`config.mk`:
```
export PLATFORM = sky130hd
export DESIGN_NAME = cnt_array
export DESIGN_NICKNAME = d
export VERILOG_FILES = /design/src/rtl/cnt_array.sv
export SDC_FILE = /design/constraint.sdc
export NUM_CORES = 1
export LEC_CHECK = 0
export CAP_MARGIN = 0
export CELL_PAD_IN_SITES_DETAIL_PLACEMENT = 1
export CELL_PAD_IN_SITES_GLOBAL_PLACEMENT = 1
export CORE_UTILIZATION = 50
export CTS_CLUSTER_DIAMETER = 100
export CTS_CLUSTER_SIZE = 40
export DETAILED_ROUTE_END_ITERATION = 10
export GPL_TIMING_DRIVEN = 0
export PLACE_DENSITY = 0.93
export SLEW_MARGIN = 30
export SYNTH_ARGS = -nofsm -noshare
export SYNTH_HDL_FRONTEND = slang
export SYNTH_SLANG_ARGS = --single-unit
```
`constraint.sdc`:
```
create_clock -name clk -period 12.1 [get_ports clk]
set_input_delay 2.42 -clock clk [delete_from_list [all_inputs] [get_ports clk]]
set_output_delay 2.42 -clock clk [all_outputs]
set_load 0.005 [all_outputs]
```
`src/rtl/cnt_array.sv`:
```
// cnt_array: NCH-channel up/down timer/counter with one-shot/auto-reload, W1C pending and per-channel interrupts
module cnt_array #(
  parameter int NCH = 4,
  parameter int CW  = 16
) (
  input  logic           clk,
  input  logic           xrst,
  input  logic           cs,
  input  logic           rw,
  input  logic [7:0]     addr,
  input  logic [31:0]    wdata,
  output logic [31:0]    rdata,
  output logic [NCH-1:0] irq,
  output logic           irq_any
);
  logic [NCH-1:0] en, arl, dn, ie, pend;
  logic [NCH-1:0] hit, term, wc, wl, wn, ws;
  logic [CW-1:0]  load [NCH];
  logic [CW-1:0]  cnt  [NCH];
  logic [31:0]    rd;
  logic           wr;
  logic [1:0]     sel;
  assign wr  = cs & rw;
  assign sel = addr[3:2];
  // A CNT write in the same cycle suppresses both the step and the terminal event
  always_comb begin
    rd   = '0;
    hit  = '0;
    term = '0;
    wc   = '0;
    wl   = '0;
    wn   = '0;
    ws   = '0;
    for (int k = 0; k < NCH; k++) begin
      hit[k]  = addr[7:4] == 4'(k) && addr[1:0] == 2'b00;
      wc[k]   = wr && hit[k] && sel == 2'd0;
      wl[k]   = wr && hit[k] && sel == 2'd1;
      wn[k]   = wr && hit[k] && sel == 2'd2;
      ws[k]   = wr && hit[k] && sel == 2'd3;
      term[k] = en[k] && !wn[k] && (dn[k] ? cnt[k] == '0 : cnt[k] == load[k]);
      if (hit[k])
        rd = sel == 2'd0 ? {28'b0, ie[k], dn[k], arl[k], en[k]} :
             sel == 2'd1 ? 32'(load[k]) :
             sel == 2'd2 ? 32'(cnt[k]) : {31'b0, pend[k]};
    end
  end
  always_ff @(posedge clk or posedge xrst) begin
    if (xrst) begin
      en    <= '0;
      arl   <= '0;
      dn    <= '0;
      ie    <= '0;
      pend  <= '0;
      rdata <= '0;
      for (int k = 0; k < NCH; k++) begin
        load[k] <= '0;
        cnt[k]  <= '0;
      end
    end else begin
      if (cs && !rw) rdata <= rd;
      for (int k = 0; k < NCH; k++) begin
        en[k]   <= wc[k] ? wdata[0] : (term[k] && !arl[k]) ? 1'b0 : en[k];
        arl[k]  <= wc[k] ? wdata[1] : arl[k];
        dn[k]   <= wc[k] ? wdata[2] : dn[k];
        ie[k]   <= wc[k] ? wdata[3] : ie[k];
        load[k] <= wl[k] ? wdata[CW-1:0] : load[k];
        cnt[k]  <= wn[k] ? wdata[CW-1:0] :
                   !en[k] ? cnt[k] :
                   term[k] ? (arl[k] ? (dn[k] ? load[k] : '0) : cnt[k]) :
                   dn[k] ? cnt[k] - 1'b1 : cnt[k] + 1'b1;
        pend[k] <= term[k] | (pend[k] & ~(ws[k] & wdata[0]));
      end
    end
  end
  assign irq     = pend & ie;
  assign irq_any = |irq;
endmodule

```
==> impl_metrics.ini <==
[timing]
max_freq_mhz = 190
setup_tns_ns = 0
drv_slew = 0
finalHoldViolCount = 0
period_share_pct = 43.6
final_period_minus_worst_setup_slack_ns = 5.27
worst_slew_margin_rel_pct = 35.9
finish_stage_setup_viols = 0
worst-slew-pin-transition_ns = 0.962
fin_worst_skew_ns = 0.0104
grt_setup_unrepaired = false

[grt]
wire_length_of_the_first_global_routing_pass_um = 72400
global_route.usage.total_pct = 38.9
antenna_violations_before_repair = 2
grt_start_max_net_pins = 86
grt_remaining_overflow = 0
grt_pass1_vias = 12600

[pwr]
power.density_nw_per_um2 = 128
pwr-share-comb_pct = 25.4
switching_power_as_a_share_of_total_power_pct = 34.2
cell_internal_pwr_uw = 1160
total_leakage_power_uw = 0.00586
clock_power_share_pct = 35.0
power_switching_uw = 606
power_frac_seq_pct = 39.7
irDropWorstVdd_uv = 87.6

[floorplanning]
die-width_um = 159
core-area_um2 = 23800
placementRows = 56
die_area_um2 = 25100
die_h_um = 159
starting_density_pct = 51.6
top_level_ports = 81

[layout]
finish.net_count = 1554
layout_common_cells = sky130_fd_sc_hd__dfrtp_1 (164), sky130_fd_sc_hd__nand2_1 (120), sky130_fd_sc_hd__nor2_1 (103), sky130_fd_sc_hd__xnor2_1 (90), sky130_fd_sc_hd__o21ai_0 (89)
final_std_cells_w_o_fill = 1781
syn_to_final_growth_pct = 13.1
antenna_diode_count = 0
drive_gt1_share_pct = 11.4
mostFrequentLayoutCell = sky130_fd_sc_hd__dfrtp_1

[routing]
avgRoutedWirePerCell_um = 26.4
drc_errors = 0
detail_route.iter0.violations = 1221
vias_per_cell = 6.84
number_of_iterations_in_the_first_detailed_routing_pass = 5
num_vias = 12200
detail_route.wirelength_um = 47100
ant_nets = 0

[worst_setup_path]
endpoint_kind = flop
critical_path_class = input port to flop
start_kind = input port
crit_arrival_ns = 5.55
worstPathMaxFanout = 10
required_worst_endpoint_ns = 12.38
reg2reg_slack_ns = 8.60

[clock_tree]
cts_buffers = 17
ctsRootBufferMaster = sky130_fd_sc_hd__clkbuf_16
post-cts-setup-buffer-count = 0
clock_insertion_delay_worst_skew_ns = 0.45
post_cts_resized = 0
ctsLongestPathBuffers = 2
clkTransAtPathRegs_ns = 0.07
htree_levels = 4
cts_num_sinks = 164
cts_tree = built
cts-hold-fix-buffers = 0

[synthesis]
yosys_most_used_dff = sky130_fd_sc_hd__dfrtp_1
synth_top_area_share_pct = 33.5
proportion_of_register_bits_with_asynchronous_set_or_reset_after_synthesis_pct = 100
synth.cell_area_um2 = 12200
ff_latch_count_synth = 164
synth.distinct_cells = 79
synthesis.yosys.warnings = 0
postSynthCellCount = 1370
synth.area.top_cells = sky130_fd_sc_hd__dfrtp_1 (34%), sky130_fd_sc_hd__mux2_2 (7.4%), sky130_fd_sc_hd__xnor2_1 (6.4%)
avgSynthCellArea_um2 = 8.94
synth_largest_area_cell = sky130_fd_sc_hd__dfrtp_1
synth-edff-count = 0
synth.yosys.seq_area_share_pct = 33.5

[place]
placed_cells = 1750
hpwl_um = 34000
buffers_added_on_ports = 45
gp_routability_congestion = 0.975

[min_path]
hold_path.class = flop to flop

[run_status]
status = finished clean

[job]
maxCapViolCount = 0
## cell families (layout without fill, tap and decap cells)
logic type	after synthesis	count (layout)	share of synthesized area (%)
compound gates	428	428	23.3
simple gates	395	395	15.6
flops	164	164	33.5
buf+inv	113	190	4.20
xor+xnor	109	109	7.79
mux	100	100	9.20
fa+ha+maj	60	60	6.37
other cells	1	16	0.0306
## sequential cells by signal, summed over array words and instances, names as in the netlist
name   cells
arl        4
dn         4
rdata     16
ie         4
en         4
pend       4
load      64
cnt       64
## per-stage QoR
step                      instance area [um^2]  hold WS [ns]  utilization (%)  total power (uW)  setup slack [ns]
after floorplan                          12300         0.473                -               986              5.25
after global placement                   13200         0.464             55.4              1110              2.91
after detailed placement                 13200         0.473             55.6              1140              6.59
after CTS                                13800         0.487             58.3              1760              6.98
after global routing                     13900         0.538             58.3              1830              6.69
final                                    13900         0.485             58.3              1770              6.83
## power groups by stage
stage | sequential, uW | clock, uW | combinational (uW)
after CTS | 696 | 616 | 443
after global routing | 705 | 635 | 492
after floorplan | 664 | 0 | 322
final | 703 | 619 | 449
after global placement | 702 | 0 | 406
after detailed placement | 706 | 0 | 434
## layout make-up
cell class                      count  area [um^2]
Inverter                           26          105
Fill cell                        2763         9900
Timing Repair Buffer               46          478
Clock inverter                     13          208
Buffer                             87          417
Multi-Input combinational cell   1108         7700
Sequential cell                   164         4100
Clock buffer                       18          439
Tap cell                          319          399
## layer usage
layer / up-vias / GRT usage, % / routed length [um]
met2: 686 / 61.3 / 21500
met4: 0 / 23.8 / 2820
met1: 6043 / 48.9 / 18600
met3: 199 / 8.00 / 4200
met5: - / 0 / 0
li1: 5262 / - / -
## Yosys cell counts, types with 11 or more instances
| cell | n |
|---|---|
| sky130_fd_sc_hd__buf_4 | 19 |
| sky130_fd_sc_hd__a311oi_1 | 11 |
| sky130_fd_sc_hd__clkbuf_1 | 55 |
| sky130_fd_sc_hd__o21ai_0 | 89 |
| sky130_fd_sc_hd__nor2b_1 | 11 |
| sky130_fd_sc_hd__nor3_1 | 26 |
| sky130_fd_sc_hd__ha_1 | 56 |
| sky130_fd_sc_hd__nor2_1 | 103 |
| sky130_fd_sc_hd__a221oi_1 | 14 |
| sky130_fd_sc_hd__a21o_1 | 21 |
| sky130_fd_sc_hd__inv_1 | 26 |
| sky130_fd_sc_hd__nor4_1 | 15 |
| sky130_fd_sc_hd__xnor2_1 | 90 |
| sky130_fd_sc_hd__a22oi_1 | 57 |
| sky130_fd_sc_hd__dfrtp_1 | 164 |
| sky130_fd_sc_hd__and3_1 | 16 |
| sky130_fd_sc_hd__nand4_1 | 14 |
| sky130_fd_sc_hd__mux2_2 | 81 |
| sky130_fd_sc_hd__mux2i_1 | 17 |
| sky130_fd_sc_hd__nand2_1 | 120 |
| sky130_fd_sc_hd__xor2_1 | 19 |
| sky130_fd_sc_hd__o211ai_1 | 16 |
| sky130_fd_sc_hd__nand3_1 | 33 |
| sky130_fd_sc_hd__a21oi_1 | 73 |
| sky130_fd_sc_hd__o31ai_1 | 22 |
| sky130_fd_sc_hd__a211oi_1 | 20 |
| sky130_fd_sc_hd__o22ai_1 | 31 |
## critical path, stage by stage
cell and delay (ns):
sky130_fd_sc_hd__clkdlybuf4s50_1 0.68, sky130_fd_sc_hd__and4b_1 0.25, sky130_fd_sc_hd__clkbuf_1 0.23, sky130_fd_sc_hd__nand2_1 0.41, sky130_fd_sc_hd__nand2_1 0.17, sky130_fd_sc_hd__nor2_1 0.39
sky130_fd_sc_hd__clkbuf_1 0.47, sky130_fd_sc_hd__nor2_1 0.12, sky130_fd_sc_hd__o21ai_0 0.24, sky130_fd_sc_hd__a31oi_1 0.17
## final timing paths
kind,startpoint,endpoint,cells after the start
max,addr[2],cnt[39],10
min reg2reg,rdata[4],rdata[4],2
min in group asynchronous,xrst,load[13],2
max reg2reg,dn[3],cnt[13],9
min,rdata[4],rdata[4],2
max in group asynchronous,xrst,cnt[53],3
Power figures use the tool's default switching activity.
